## config.mk

```make
export PLATFORM = sky130hd
export DESIGN_NAME = vga_line_sched_flat
export DESIGN_NICKNAME = d
export VERILOG_FILES = /design/src/rtl/vga_pkg.sv /design/src/rtl/vga_line_sched_if.sv /design/src/rtl/vga_lock_mon.sv /design/src/rtl/vga_line_sched.sv /design/src/flat_wrapper.sv
export SDC_FILE = /design/constraint.sdc
export NUM_CORES = 1
export LEC_CHECK = 0
export BUFFER_PORTS_ARGS = -buffer_cell sky130_fd_sc_hd__buf_2
export CAP_MARGIN = 20
export CORE_MARGIN = 3
export CORE_UTILIZATION = 31
export CTS_BUF_LIST = sky130_fd_sc_hd__clkbuf_8
export DETAILED_ROUTE_END_ITERATION = 16
export GPL_TIMING_DRIVEN = 0
export MAX_ROUTING_LAYER = met4
export SKIP_CTS_REPAIR_TIMING = 1
export SLEW_MARGIN = 20
export SYNTH_ARGS = -nofsm -noshare
export SYNTH_HDL_FRONTEND = slang
export SYNTH_SLANG_ARGS = --single-unit
```

## constraint.sdc

```tcl
create_clock -name clk -period 2.15 [get_ports clk]
set_input_delay 0.43 -clock clk [delete_from_list [all_inputs] [get_ports clk]]
set_output_delay 0.43 -clock clk [all_outputs]
set_load 0.05 [all_outputs]
```

## src/rtl/vga_pkg.sv

```systemverilog
// Shared constants, state encoding and address helpers for the PPU-to-VGA line scheduler.
package vga_pkg;

    localparam logic [1:0] IDLE   = 2'd0;
    localparam logic [1:0] SEARCH = 2'd1;
    localparam logic [1:0] SYNC   = 2'd2;
    localparam logic [1:0] LOCKED = 2'd3;

    localparam int unsigned PIC_LINES = 480;
    localparam int unsigned NES_LINES = 240;
    localparam int unsigned LINE_W    = 256;

    function automatic logic is_vis_line(input logic [8:0] y);
        return y < 9'(NES_LINES);
    endfunction

    // Line RAM address: bank bit above the pixel column.
    function automatic logic [8:0] line_addr(input logic bank, input logic [7:0] x);
        return {bank, x};
    endfunction

endpackage

```

## src/rtl/vga_line_sched_if.sv

```systemverilog
// Signal bundle between the scheduler, the PPU stream, the VGA driver and the line RAM.
interface vga_line_sched_if;

    logic       enable;
    logic       ppu_we;
    logic [7:0] ppu_x;
    logic [8:0] ppu_y;
    logic [5:0] ppu_color;
    logic [9:0] vga_hcounter;
    logic [9:0] vga_vcounter;
    logic [9:0] next_pixel_x;

    logic       vga_sync;
    logic       buf_we;
    logic [8:0] buf_waddr;
    logic [5:0] buf_wdata;
    logic [8:0] buf_raddr;
    logic       locked;
    logic       collision;
    logic [7:0] resync_cnt;

    modport master (
        input  enable, ppu_we, ppu_x, ppu_y, ppu_color,
        input  vga_hcounter, vga_vcounter, next_pixel_x,
        output vga_sync, buf_we, buf_waddr, buf_wdata, buf_raddr,
        output locked, collision, resync_cnt
    );

    modport slave (
        output enable, ppu_we, ppu_x, ppu_y, ppu_color,
        output vga_hcounter, vga_vcounter, next_pixel_x,
        input  vga_sync, buf_we, buf_waddr, buf_wdata, buf_raddr,
        input  locked, collision, resync_cnt
    );

endinterface

```

## src/rtl/vga_lock_mon.sv

```systemverilog
// Frame-start phase check: counts consecutive slips and requests a relock after MAX_MISS of them.
module vga_lock_mon #(
    parameter int unsigned SLIP_WIN = 4,
    parameter int unsigned MAX_MISS = 3
) (
    input  logic       clk,
    input  logic       reset,
    input  logic       check_en_i,
    input  logic       clear_i,
    input  logic [9:0] vga_hcounter_i,
    input  logic [9:0] vga_vcounter_i,
    output logic       relock_req_o,
    output logic [7:0] resync_cnt_o
);

    localparam int unsigned MissW = (MAX_MISS > 1) ? $clog2(MAX_MISS + 1) : 1;

    logic [MissW-1:0] miss_q, miss_d;
    logic [7:0]       resync_q, resync_d;
    logic             check_pass;
    logic             relock;

    assign check_pass = (vga_vcounter_i == 10'd0) && (vga_hcounter_i <= 10'(SLIP_WIN));
    // The slip that would bring the count to MAX_MISS triggers the relock directly.
    assign relock = check_en_i && !check_pass && (miss_q == MissW'(MAX_MISS - 1));

    always_comb begin
        miss_d   = miss_q;
        resync_d = resync_q;
        if (clear_i) begin
            miss_d = '0;
        end else if (check_en_i) begin
            if (check_pass || relock) begin
                miss_d = '0;
            end else begin
                miss_d = miss_q + 1'b1;
            end
        end
        if (relock && (resync_q != 8'hFF)) begin
            resync_d = resync_q + 8'd1;
        end
    end

    always_ff @(posedge clk) begin
        if (reset) begin
            miss_q   <= '0;
            resync_q <= 8'd0;
        end else begin
            miss_q   <= miss_d;
            resync_q <= resync_d;
        end
    end

    assign relock_req_o = relock;
    assign resync_cnt_o = resync_q;

endmodule

```

## src/rtl/vga_line_sched.sv

```systemverilog
// Ping-pong line buffer steering and frame-sync generation between the NES PPU and VGA driver.
module vga_line_sched
    import vga_pkg::*;
#(
    parameter int unsigned SLIP_WIN = 4,
    parameter int unsigned MAX_MISS = 3,
    parameter logic [7:0]  LAST_X   = 8'd255
) (
    input logic               clk,
    input logic               reset,
    vga_line_sched_if.master  bus
);

    logic [1:0] state_q, state_d;
    logic       buf_we_q, buf_we_d;
    logic [8:0] buf_waddr_q, buf_waddr_d;
    logic [5:0] buf_wdata_q, buf_wdata_d;
    logic       collision_q, collision_d;

    logic       frame_end;
    logic       running;
    logic       wr_ok;
    logic       bank_clash;
    logic       check_en;
    logic       relock_req;
    logic [7:0] resync_cnt;
    logic       unused_npx;

    assign frame_end = bus.ppu_we && (bus.ppu_y == 9'd0) && (bus.ppu_x == LAST_X);

    // enable low counts as IDLE this cycle, not only from the next one.
    assign running = bus.enable && (state_q != IDLE);
    assign wr_ok   = bus.ppu_we && is_vis_line(bus.ppu_y) && running;

    assign bank_clash = (bus.vga_vcounter < 10'(PIC_LINES))
                     && (bus.ppu_y[0] == bus.vga_vcounter[1]);

    assign check_en = (state_q == LOCKED) && bus.enable && frame_end;

    vga_lock_mon #(
        .SLIP_WIN (SLIP_WIN),
        .MAX_MISS (MAX_MISS)
    ) u_lock_mon (
        .clk            (clk),
        .reset          (reset),
        .check_en_i     (check_en),
        .clear_i        (state_q == SYNC),
        .vga_hcounter_i (bus.vga_hcounter),
        .vga_vcounter_i (bus.vga_vcounter),
        .relock_req_o   (relock_req),
        .resync_cnt_o   (resync_cnt)
    );

    always_comb begin
        state_d = state_q;
        if (!bus.enable) begin
            state_d = IDLE;
        end else begin
            case (state_q)
                IDLE:    state_d = SEARCH;
                SEARCH:  if (frame_end) state_d = SYNC;
                SYNC:    state_d = LOCKED;
                LOCKED:  if (relock_req) state_d = SEARCH;
                default: state_d = IDLE;
            endcase
        end
    end

    always_comb begin
        buf_we_d    = wr_ok;
        buf_waddr_d = buf_waddr_q;
        buf_wdata_d = buf_wdata_q;
        if (wr_ok) begin
            buf_waddr_d = line_addr(bus.ppu_y[0], bus.ppu_x);
            buf_wdata_d = bus.ppu_color;
        end
        // Sticky; the write itself is never suppressed.
        collision_d = collision_q || ((state_q == LOCKED) && wr_ok && bank_clash);
    end

    always_ff @(posedge clk) begin
        if (reset) begin
            state_q     <= IDLE;
            buf_we_q    <= 1'b0;
            buf_waddr_q <= 9'd0;
            buf_wdata_q <= 6'd0;
            collision_q <= 1'b0;
        end else begin
            state_q     <= state_d;
            buf_we_q    <= buf_we_d;
            buf_waddr_q <= buf_waddr_d;
            buf_wdata_q <= buf_wdata_d;
            collision_q <= collision_d;
        end
    end

    // Each NES pixel covers two VGA pixels and each NES line two VGA lines.
    assign bus.buf_raddr = line_addr(bus.vga_vcounter[1], bus.next_pixel_x[8:1]);
    assign unused_npx    = bus.next_pixel_x[9] ^ bus.next_pixel_x[0];

    assign bus.vga_sync   = (state_q == SYNC);
    assign bus.locked     = (state_q == LOCKED);
    assign bus.buf_we     = buf_we_q;
    assign bus.buf_waddr  = buf_waddr_q;
    assign bus.buf_wdata  = buf_wdata_q;
    assign bus.collision  = collision_q;
    assign bus.resync_cnt = resync_cnt;

endmodule

```

## src/flat_wrapper.sv

```systemverilog
// flat-port wrapper written by rule: the top's interface ports become plain ports
module vga_line_sched_flat import vga_pkg::*;
#(
    parameter int unsigned SLIP_WIN = 4,
    parameter int unsigned MAX_MISS = 3,
    parameter logic [7:0]  LAST_X   = 8'd255
)
  (clk, reset, bus_enable, bus_ppu_we, bus_ppu_x, bus_ppu_y, bus_ppu_color, bus_vga_hcounter, bus_vga_vcounter, bus_next_pixel_x, bus_vga_sync, bus_buf_we, bus_buf_waddr, bus_buf_wdata, bus_buf_raddr, bus_locked, bus_collision, bus_resync_cnt);
  vga_line_sched_if bus_i ();
  input logic clk;
  input logic reset;
  input wire logic [$bits(bus_i.enable)-1:0] bus_enable;
  input wire logic [$bits(bus_i.ppu_we)-1:0] bus_ppu_we;
  input wire logic [$bits(bus_i.ppu_x)-1:0] bus_ppu_x;
  input wire logic [$bits(bus_i.ppu_y)-1:0] bus_ppu_y;
  input wire logic [$bits(bus_i.ppu_color)-1:0] bus_ppu_color;
  input wire logic [$bits(bus_i.vga_hcounter)-1:0] bus_vga_hcounter;
  input wire logic [$bits(bus_i.vga_vcounter)-1:0] bus_vga_vcounter;
  input wire logic [$bits(bus_i.next_pixel_x)-1:0] bus_next_pixel_x;
  output wire logic [$bits(bus_i.vga_sync)-1:0] bus_vga_sync;
  output wire logic [$bits(bus_i.buf_we)-1:0] bus_buf_we;
  output wire logic [$bits(bus_i.buf_waddr)-1:0] bus_buf_waddr;
  output wire logic [$bits(bus_i.buf_wdata)-1:0] bus_buf_wdata;
  output wire logic [$bits(bus_i.buf_raddr)-1:0] bus_buf_raddr;
  output wire logic [$bits(bus_i.locked)-1:0] bus_locked;
  output wire logic [$bits(bus_i.collision)-1:0] bus_collision;
  output wire logic [$bits(bus_i.resync_cnt)-1:0] bus_resync_cnt;
  assign bus_i.enable = bus_enable;
  assign bus_i.ppu_we = bus_ppu_we;
  assign bus_i.ppu_x = bus_ppu_x;
  assign bus_i.ppu_y = bus_ppu_y;
  assign bus_i.ppu_color = bus_ppu_color;
  assign bus_i.vga_hcounter = bus_vga_hcounter;
  assign bus_i.vga_vcounter = bus_vga_vcounter;
  assign bus_i.next_pixel_x = bus_next_pixel_x;
  assign bus_vga_sync = bus_i.vga_sync;
  assign bus_buf_we = bus_i.buf_we;
  assign bus_buf_waddr = bus_i.buf_waddr;
  assign bus_buf_wdata = bus_i.buf_wdata;
  assign bus_buf_raddr = bus_i.buf_raddr;
  assign bus_locked = bus_i.locked;
  assign bus_collision = bus_i.collision;
  assign bus_resync_cnt = bus_i.resync_cnt;
  vga_line_sched #(.SLIP_WIN(SLIP_WIN), .MAX_MISS(MAX_MISS), .LAST_X(LAST_X)) u_core (.clk(clk), .reset(reset), .bus(bus_i));
endmodule
```

======== Yosys cells after proc, flatten, opt, wreduce, memory -nomap -nowiden ========
Cells that the tools add are included.
word-level totals
  logic and storage cells ................. 50
  bits of input ports ..................... 57
  output and inout port bits .............. 36
  bits in registers ....................... 29
operators by class
  $lt $le $gt $ge ......................... 3
  muxes and demuxes ....................... 4
  reduce and logical (&&, ||, !) cells .... 24
  add/sub/neg operators ................... 2
  bitwise gates (word level) .............. 1
  equality and inequality tests ........... 9
operator list
  kind                                                              number
  logical AND 1 bit                                                 14
  less-or-equal comparator 10 x 3 -> 1 bit (second input constant)  1
  logical NOT 10 bit                                                1
  less-than comparator 10 x 9 -> 1 bit (second input constant)      1
  logical NOT 9 bit                                                 1
  less-than comparator 9 x 8 -> 1 bit (second input constant)       1
  adder 8 x 1 -> 8 bit (second input constant)                      1
  equality test 8 bit (second input constant)                       1
  != test 8 bit (second input constant)                             1
  one-hot mux 2 bit (4 select lines)                                1
  equality test 2 bit (second input constant)                       3
  2-to-1 mux 2 bit                                                  3
  != test 2 x 1 -> 1 bit (second input constant)                    2
  OR reduction 2 bit                                                2
  adder 2 x 1 -> 2 bit (second input constant)                      1
  equality test 2 x 1 -> 1 bit (second input constant)              1
  logical NOT 2 bit                                                 1
  logical OR 1 bit                                                  2
  AND reduction 2 bit                                               1
  nonzero test 2 bit                                                1
  equality test 1 bit                                               1
  logical NOT 1 bit                                                 1
  inverter 1 bit                                                    1

======== Longest topological paths before layout ========
Gate-level depths: netlist (run 1).
  depth in word-level cells ............... 8
  gate-level depth with buffers ........... 7
  mapped depth without buffers ............ 7

======== Modules after synthesis ========
From an unflattened synthesis (run 1), not the netlist that was laid out.
second synthesis, totals
  cells, all modules ...................... 167
  area total of the unflattened synthesis .. 1529.0 sq um
modules (own cells, without submodules)
  module          area each (sq um)  sequential area each (sq um)  times used  cells an instance
  vga_line_sched  908.4              380.4                         1           95
  vga_lock_mon    620.6              200.2                         1           72

======== Worst setup path before layout (run 1) ========
Ideal clock, no wire load.
  path kind ............................... flip-flop to flip-flop
  from .................................... register u_core.state_q[0]
  to ...................................... register u_core.u_lock_mon.resync_q[4], in the netlist u_core.u_lock_mon.resync_cnt_o[4]
  arrival ................................. 2370 ps
  path buffers ............................ 1
  slack ................................... -340 ps
  cell stages (with the launch flop) ...... 7
  data required time ...................... 2029 ps
  clock period less this slack ............ 2490 ps
  setup time .............................. 121 ps
  cells stage by stage .................... dfxtp_1 > ha_1 > inv_1 > or4_4 > buf_6 > nor4_1 > mux2_2
between the ends
  cells in the longest elaborated chain, start to end .. 6
ends and longest elaborated chain
  item                            RTL line              source
  start, declared                 vga_line_sched.sv:14  logic [1:0] state_q, state_d;
  start signal, assigned          vga_line_sched.sv:89  state_q <= state_d;
  equality test 2 bit             n/a
  named net bus_locked            flat_wrapper.sv:25    output wire logic [$bits(bus_i.locked)-1:0] bus_locked;
  logical AND 1 bit (2 in a row)  vga_line_sched.sv:38  assign check_en = (state_q == LOCKED) && bus.enable && frame_end;
  logical AND 1 bit (2 in a row)  vga_lock_mon.sv:25    assign relock = check_en_i && !check_pass && (miss_q == MissW'(MAX_MISS - 1));
  logical AND 1 bit               vga_lock_mon.sv:39    if (relock && (resync_q != 8'hFF)) begin
  end signal, assigned            vga_lock_mon.sv:50    resync_q <= resync_d;
  end, declared                   vga_lock_mon.sv:19    logic [7:0] resync_q, resync_d;
The timed path passes the listed nets, and every way through them passes these cells.
A chain may end at the register's enable or synchronous reset.

======== Worst setup path after layout (run 1) ========
  from .................................... register u_core.state_q[0]
  to ...................................... register u_core.u_lock_mon.resync_q[4], in the netlist u_core.u_lock_mon.resync_cnt_o[4]
between the ends
  cells in the longest elaborated chain, start to end .. 6
ends and longest elaborated chain
  item                            RTL line
  equality test 2 bit             vga_line_sched.sv:38
  logical AND 1 bit (2 in a row)  vga_line_sched.sv:38
  logical AND 1 bit (2 in a row)  vga_lock_mon.sv:25
  logical AND 1 bit               vga_lock_mon.sv:39
No other way between the ends.

==> metrics.yaml, run 1 <==
status: "complete, no violations"
utilization_pct: 45.65
clk_path_buf_depth: 2
yosysSeqAreaShare_pct: 37.18
ioPinCount: 93
dieHeight_um: 76.97
die_area_sq_um: 5924
antenna_found_initial: 0
regArea_sq_um: 588.1
yosysUniqueCellTypes: 36
grt_pass1_vias: 1494
holdWs_ns: 0.3757
p_per_area_nw_per_um2: 527.2
area_growth_pct: 39.90
initial_core_util_pct: 32.63
rows: 25
root_buffer: "clkbuf_8"
synth_top_area_cell: "dfxtp_1"
grt_first_pass_wirelength_mm: 6.831
grt_overflow_total: 0
finalSetupTns_ns: 0
cts.sinks: 29
synth.most_common_cell: "dfxtp_1"
slowest_stage: "or4_4"
hold_path_class: "input port to register"
io_buffers: 82
synthArstFlopShare_pct: 0
wl_mm: 4.204
syn_area_sq_um: 1561
rsz0062_at_grt: "yes"
post-place-ws_ns: -0.2575
fin_ws_ns: 0.08217
gp_congestion: 0.7676
fp.coreArea_sq_um: 4786
tightest_slew_ns: 0.5042
multiInputGateArea_sq_um: 895.9
path_clk_slew_ns: 0.06
worstSetupStartpointType: "register"
finalCritPeriodShare_pct: 96.18
path_buf_inv: 2
drtIter0Drc: 39
htree_levels: 2
cpPeakStageDelay_ns: 0.58
cts_tree: "done"
synth-edff-count: 0
arrival_ns: 2.24
cap_violations: 0
synthTopCellsByArea: "dfxtp_1, mux2i_1, nor2_1"
syn-num-nets: 240
first_pass_iters: 4
maxSlewViolCount: 0
irDropWorstVdd_uv: 277.1
n_fill_cell: 502
grt_max_degree: 11
layout-drive-gt1-share_pct: 42.70
p_total_w: 0.001152
drtAntennaViolNets: 0
critPathTopFamily: "simple AND/OR/NAND/NOR gates"
layout.nets: 329
synth-main-ff-cell: "dfxtp_1"
detailed_place_hpwl_mm: 3.270
crit_type: "register to register"
slew_headroom_pct: 66.03
crit_path_end_kind: "register"
worstPathMaxFanout: 10
avgSynthCellArea_sq_um: 8.822
grt_usage_pct: 14.57
finClkSkew_ns: 0.005767
finalSetupViolCount: 0
worstPathRequired_ns: 2.32
fmax_mhz: 483.6
p_leak_nw: 1.087
syn-instance-count: 177
yosysTopAreaCellShare_pct: 37.18
clk-insertion-delay-late_ns: 0.28
diodes: 0
finalHoldViolCount: 0
path_cells: "ha_4 > inv_1 > or4_4 > buf_6 > nor4_2 > mux2_2"
fin_crit_ns: 2.068
dr_total_vias: 1604
ys_seq_elements: 29
synthTopCellsByCount: "dfxtp_1, nor2_1, mux2i_1, buf_4, nand2_1"
wl_per_cell_um: 12.59
viasPerCell: 4.802
cts_buffers: 5
remaining_drc_errors: 0
synth_warnings: 0
fp.dieW_um: 76.97
## power by group
part           switching (W)  leakage [nW]  internal [W]  total [W]
registers         0.00000496         0.235      0.000542   0.000547
clock network       0.000209        0.0491      0.000219   0.000428
logic               0.000106         0.802     0.0000705   0.000177
total               0.000320          1.09      0.000832    0.00115
## cell families (layout without fill, tap and decap cells)
logic type	Yosys count	after routing	share of synthesized area, %
adders and majority gates	6	6	4.808
and+or+nand+nor	83	83	29.17
DFF	29	29	37.18
buffers and inverters	21	111	7.771
muxes	21	21	13.86
AOI/OAI and AO/OA	16	16	6.649
xor gates and xnor gates	1	1	0.5610
## flip-flops by register name, summed over array words and instances, names as in the netlist
| register | flops |
|---|---|
| u_core.u_lock_mon.miss_q | 2 |
| u_core.bus.collision | 1 |
| u_core.state_q | 2 |
| u_core.bus.buf_waddr | 9 |
| u_core.u_lock_mon.resync_cnt_o | 8 |
| u_core.bus.buf_we | 1 |
| u_core.bus.buf_wdata | 6 |
## metrics by stage
step / instances / cell area (sq um)
4_1_cts: 334 / 2153
6_report: 334 / 2185
5_1_grt: 334 / 2185
3_5_place_dp: 326 / 2071
3_3_place_gp: 326 / 2071
2_1_floorplan: 177 / 1577
## area by class of cell
cell class	instances	share of cell area (%)
sequential	29	26.92
tap	67	3.837
buffer	15	4.639
clock inverter	3	0.6300
clock buffer	5	3.150
inverter	6	1.031
timing repair buffer	82	18.79
multi-input combinational	127	41.01
## worst paths after layout
kind,start,to,slack [ns],cells past startpoint
setup / recovery,u_core.state_q[0],u_core.u_lock_mon.resync_cnt_o[4],0.08,6
hold / removal,bus_ppu_color[0],u_core.bus.buf_wdata[0],0.38,3
setup reg to reg,u_core.state_q[0],u_core.u_lock_mon.resync_cnt_o[4],0.08,6
hold reg to reg,u_core.bus.collision,u_core.bus.collision,0.47,2
## layout by cell type, fill, tap and decap left out, drive strengths merged, types with 2 or more instances in the layout
master | netlist | routed
buf | 11 | 94
dfxtp | 29 | 29
nor2 | 26 | 26
mux2i | 16 | 16
nand2 | 9 | 9
nor4 | 8 | 8
clkbuf | 4 | 8
inv | 6 | 7
nand4 | 6 | 6
or4 | 6 | 6
ha | 6 | 6
nand3 | 5 | 5
nor2b | 5 | 5
mux2 | 5 | 5
nor3 | 4 | 4
o21ai | 3 | 3
a21oi | 3 | 3
nand2b | 3 | 3
and4 | 3 | 3
o211ai | 2 | 2
a31oi | 2 | 2
or3 | 2 | 2
a211oi | 2 | 2
o31ai | 2 | 2
clkinv | 0 | 2
## worst min-delay path: stages
cell	delay, ns
buf_2	0.07
mux2i_1	0.05
nor2_1	0.07
## layer usage
metal | vias to the layer above | global-route usage [%] | share of wire, %
met1 | 720 | 17.31 | 44
met3 | 13 | 4.225 | 7.2
met4 | 0 | 6.406 | 2.8
li1 | 810 | - | -
met5 | - | - | 0
met2 | 61 | 22.91 | 46
Note: power is estimated with default switching activity, not from simulation.
==> run 2, diff against run 1 <==
--- a/config.mk
+++ b/config.mk
@@ -7,7 +7,6 @@
 export LEC_CHECK = 0
 export BUFFER_PORTS_ARGS = -buffer_cell sky130_fd_sc_hd__buf_2
 export CAP_MARGIN = 20
-export CORE_MARGIN = 3
 export CORE_UTILIZATION = 31
 export CTS_BUF_LIST = sky130_fd_sc_hd__clkbuf_8
 export DETAILED_ROUTE_END_ITERATION = 16
==> metrics.yaml, run 2 (same netlist as run 1, synthesis figures left out) <==
largest_reg_flops: 9
final_area_sq_um: 2176
wl_met1_mm: 1.741
cts.sinks: 29
n_fill_cell: 519
dieHeight_um: 72.97
rows: 25
detailed_place_hpwl_mm: 3.077
path_cells: "ha_4 > inv_1 > or4_4 > buf_6 > nor4_2 > mux2_2"
wl_per_cell_um: 11.54
finalCritPeriodShare_pct: 95.85
worstPathRequired_ns: 2.32
grt_usage_pct: 15.44
path_clk_slew_ns: 0.06
hold_path_class: "input port to register"
fp.dieW_um: 72.97
finClkSkew_ns: 0.005776
mostFrequentLayoutCells: "buf_2, dfxtp_1, nor2_1, mux2i_1, buf_4"
p_leak_nw: 1.063
finalSetupTns_ns: 0
root_buffer: "clkbuf_8"
met2_wirelength_mm: 1.798
layout.nets: 329
tightest_slew_ns: 0.4760
initial_core_util_pct: 32.63
clk_path_buf_depth: 2
area_growth_pct: 39.34
cts_buffers: 5
maxSlewViolCount: 0
fmax_mhz: 485.2
clk-insertion-delay-late_ns: 0.28
dpl-instance-area_sq_um: 2071
met3_length_um: 235
final_common_cell: "buf_2"
crit_type: "register to register"
io_buffers: 82
cap_violations: 0
irDropWorstVdd_uv: 228.2
status: "complete, no violations"
fin_cells: 334
htree_levels: 2
rsz0062_at_grt: "no"
slew_headroom_pct: 68.26
drtAntennaViolNets: 0
viasPerCell: 4.746
finalHoldViolCount: 0
cts_tree: "done"
grt_first_pass_wirelength_mm: 6.210
antenna_found_initial: 0
wl_mm: 3.856
remaining_drc_errors: 0
highest-signal-layer: "met4"
dp_cells: 326
worstPathMaxFanout: 10
cpPeakStageDelay_ns: 0.57
fp.coreArea_sq_um: 4786
layout-drive-gt1-share_pct: 42.70
p_total_w: 0.001158
die_area_sq_um: 5325
grt_overflow_total: 0
fin_crit_ns: 2.061
dr_total_vias: 1585
gp_congestion: 0.9211
worstSetupStartpointType: "register"
grt_max_degree: 11
p_per_area_nw_per_um2: 532.2
drtIter0Drc: 34
finalSetupViolCount: 0
grt_pass1_vias: 1460
slowest_stage: "or4_4"
arrival_ns: 2.23
ioPinCount: 93
first_pass_iters: 4
diodes: 0
crit_path_end_kind: "register"
[run 2: report_power, final]
| group | switching, W | leakage, nW | internal, W |
|---|---|---|---|
| registers | 0.00000499 | 0.235 | 0.000543 |
| logic | 0.000106 | 0.784 | 0.0000705 |
| clock network | 0.000211 | 0.0439 | 0.000223 |
[run 2: final cells by class]
type                            instances  area [sq um]  area share [%]
Multi-Input combinational cell        127         887.1           40.77
Buffer                                 15         100.1           4.600
Inverter                                6         22.52           1.035
Clock inverter                          3         17.52          0.8051
Sequential cell                        29         585.6           26.91
Timing Repair Buffer                   82         410.4           18.86
Clock buffer                            5         68.82           3.163
Tap cell                               67         83.83           3.853
[run 2: metal layers]
metal,GRT usage (%),vias up
li1,-,816
met1,17.41,696
met2,26.17,63
met3,3.729,10
met4,6.318,0
met5,-,-
[run 2: per-stage QoR]
step                      setup slack [ns]  util, %  hold slack [ns]
final                              0.08918    45.46           0.3829
after global routing               0.01660    45.46           0.3949
after CTS                         -0.04303    45.07           0.3754
after detailed placement           -0.2411    43.27           0.4612
after global placement             -0.2712    43.27           0.4450
after floorplan                    0.01188        -           0.4440
[run 2: worst max-delay path, delay by kind of cell (launching register included)]
family	cells	cell delay [ns]
buffers and inverters	2	0.23
and+or+nand+nor	2	0.83
muxes	1	0.35
adders and majority gates	1	0.17
DFF	1	0.37
[run 2: worst paths after layout]
kind | slack (ns) | from | end | depth (start not counted)
hold reg to reg | 0.47 | u_core.u_lock_mon.miss_q[0] | u_core.u_lock_mon.miss_q[0] | 2
setup / recovery | 0.09 | u_core.state_q[1] | u_core.u_lock_mon.resync_cnt_o[7] | 6
setup reg to reg | 0.09 | u_core.state_q[1] | u_core.u_lock_mon.resync_cnt_o[7] | 6
hold / removal | 0.38 | bus_ppu_color[2] | u_core.bus.buf_wdata[2] | 3
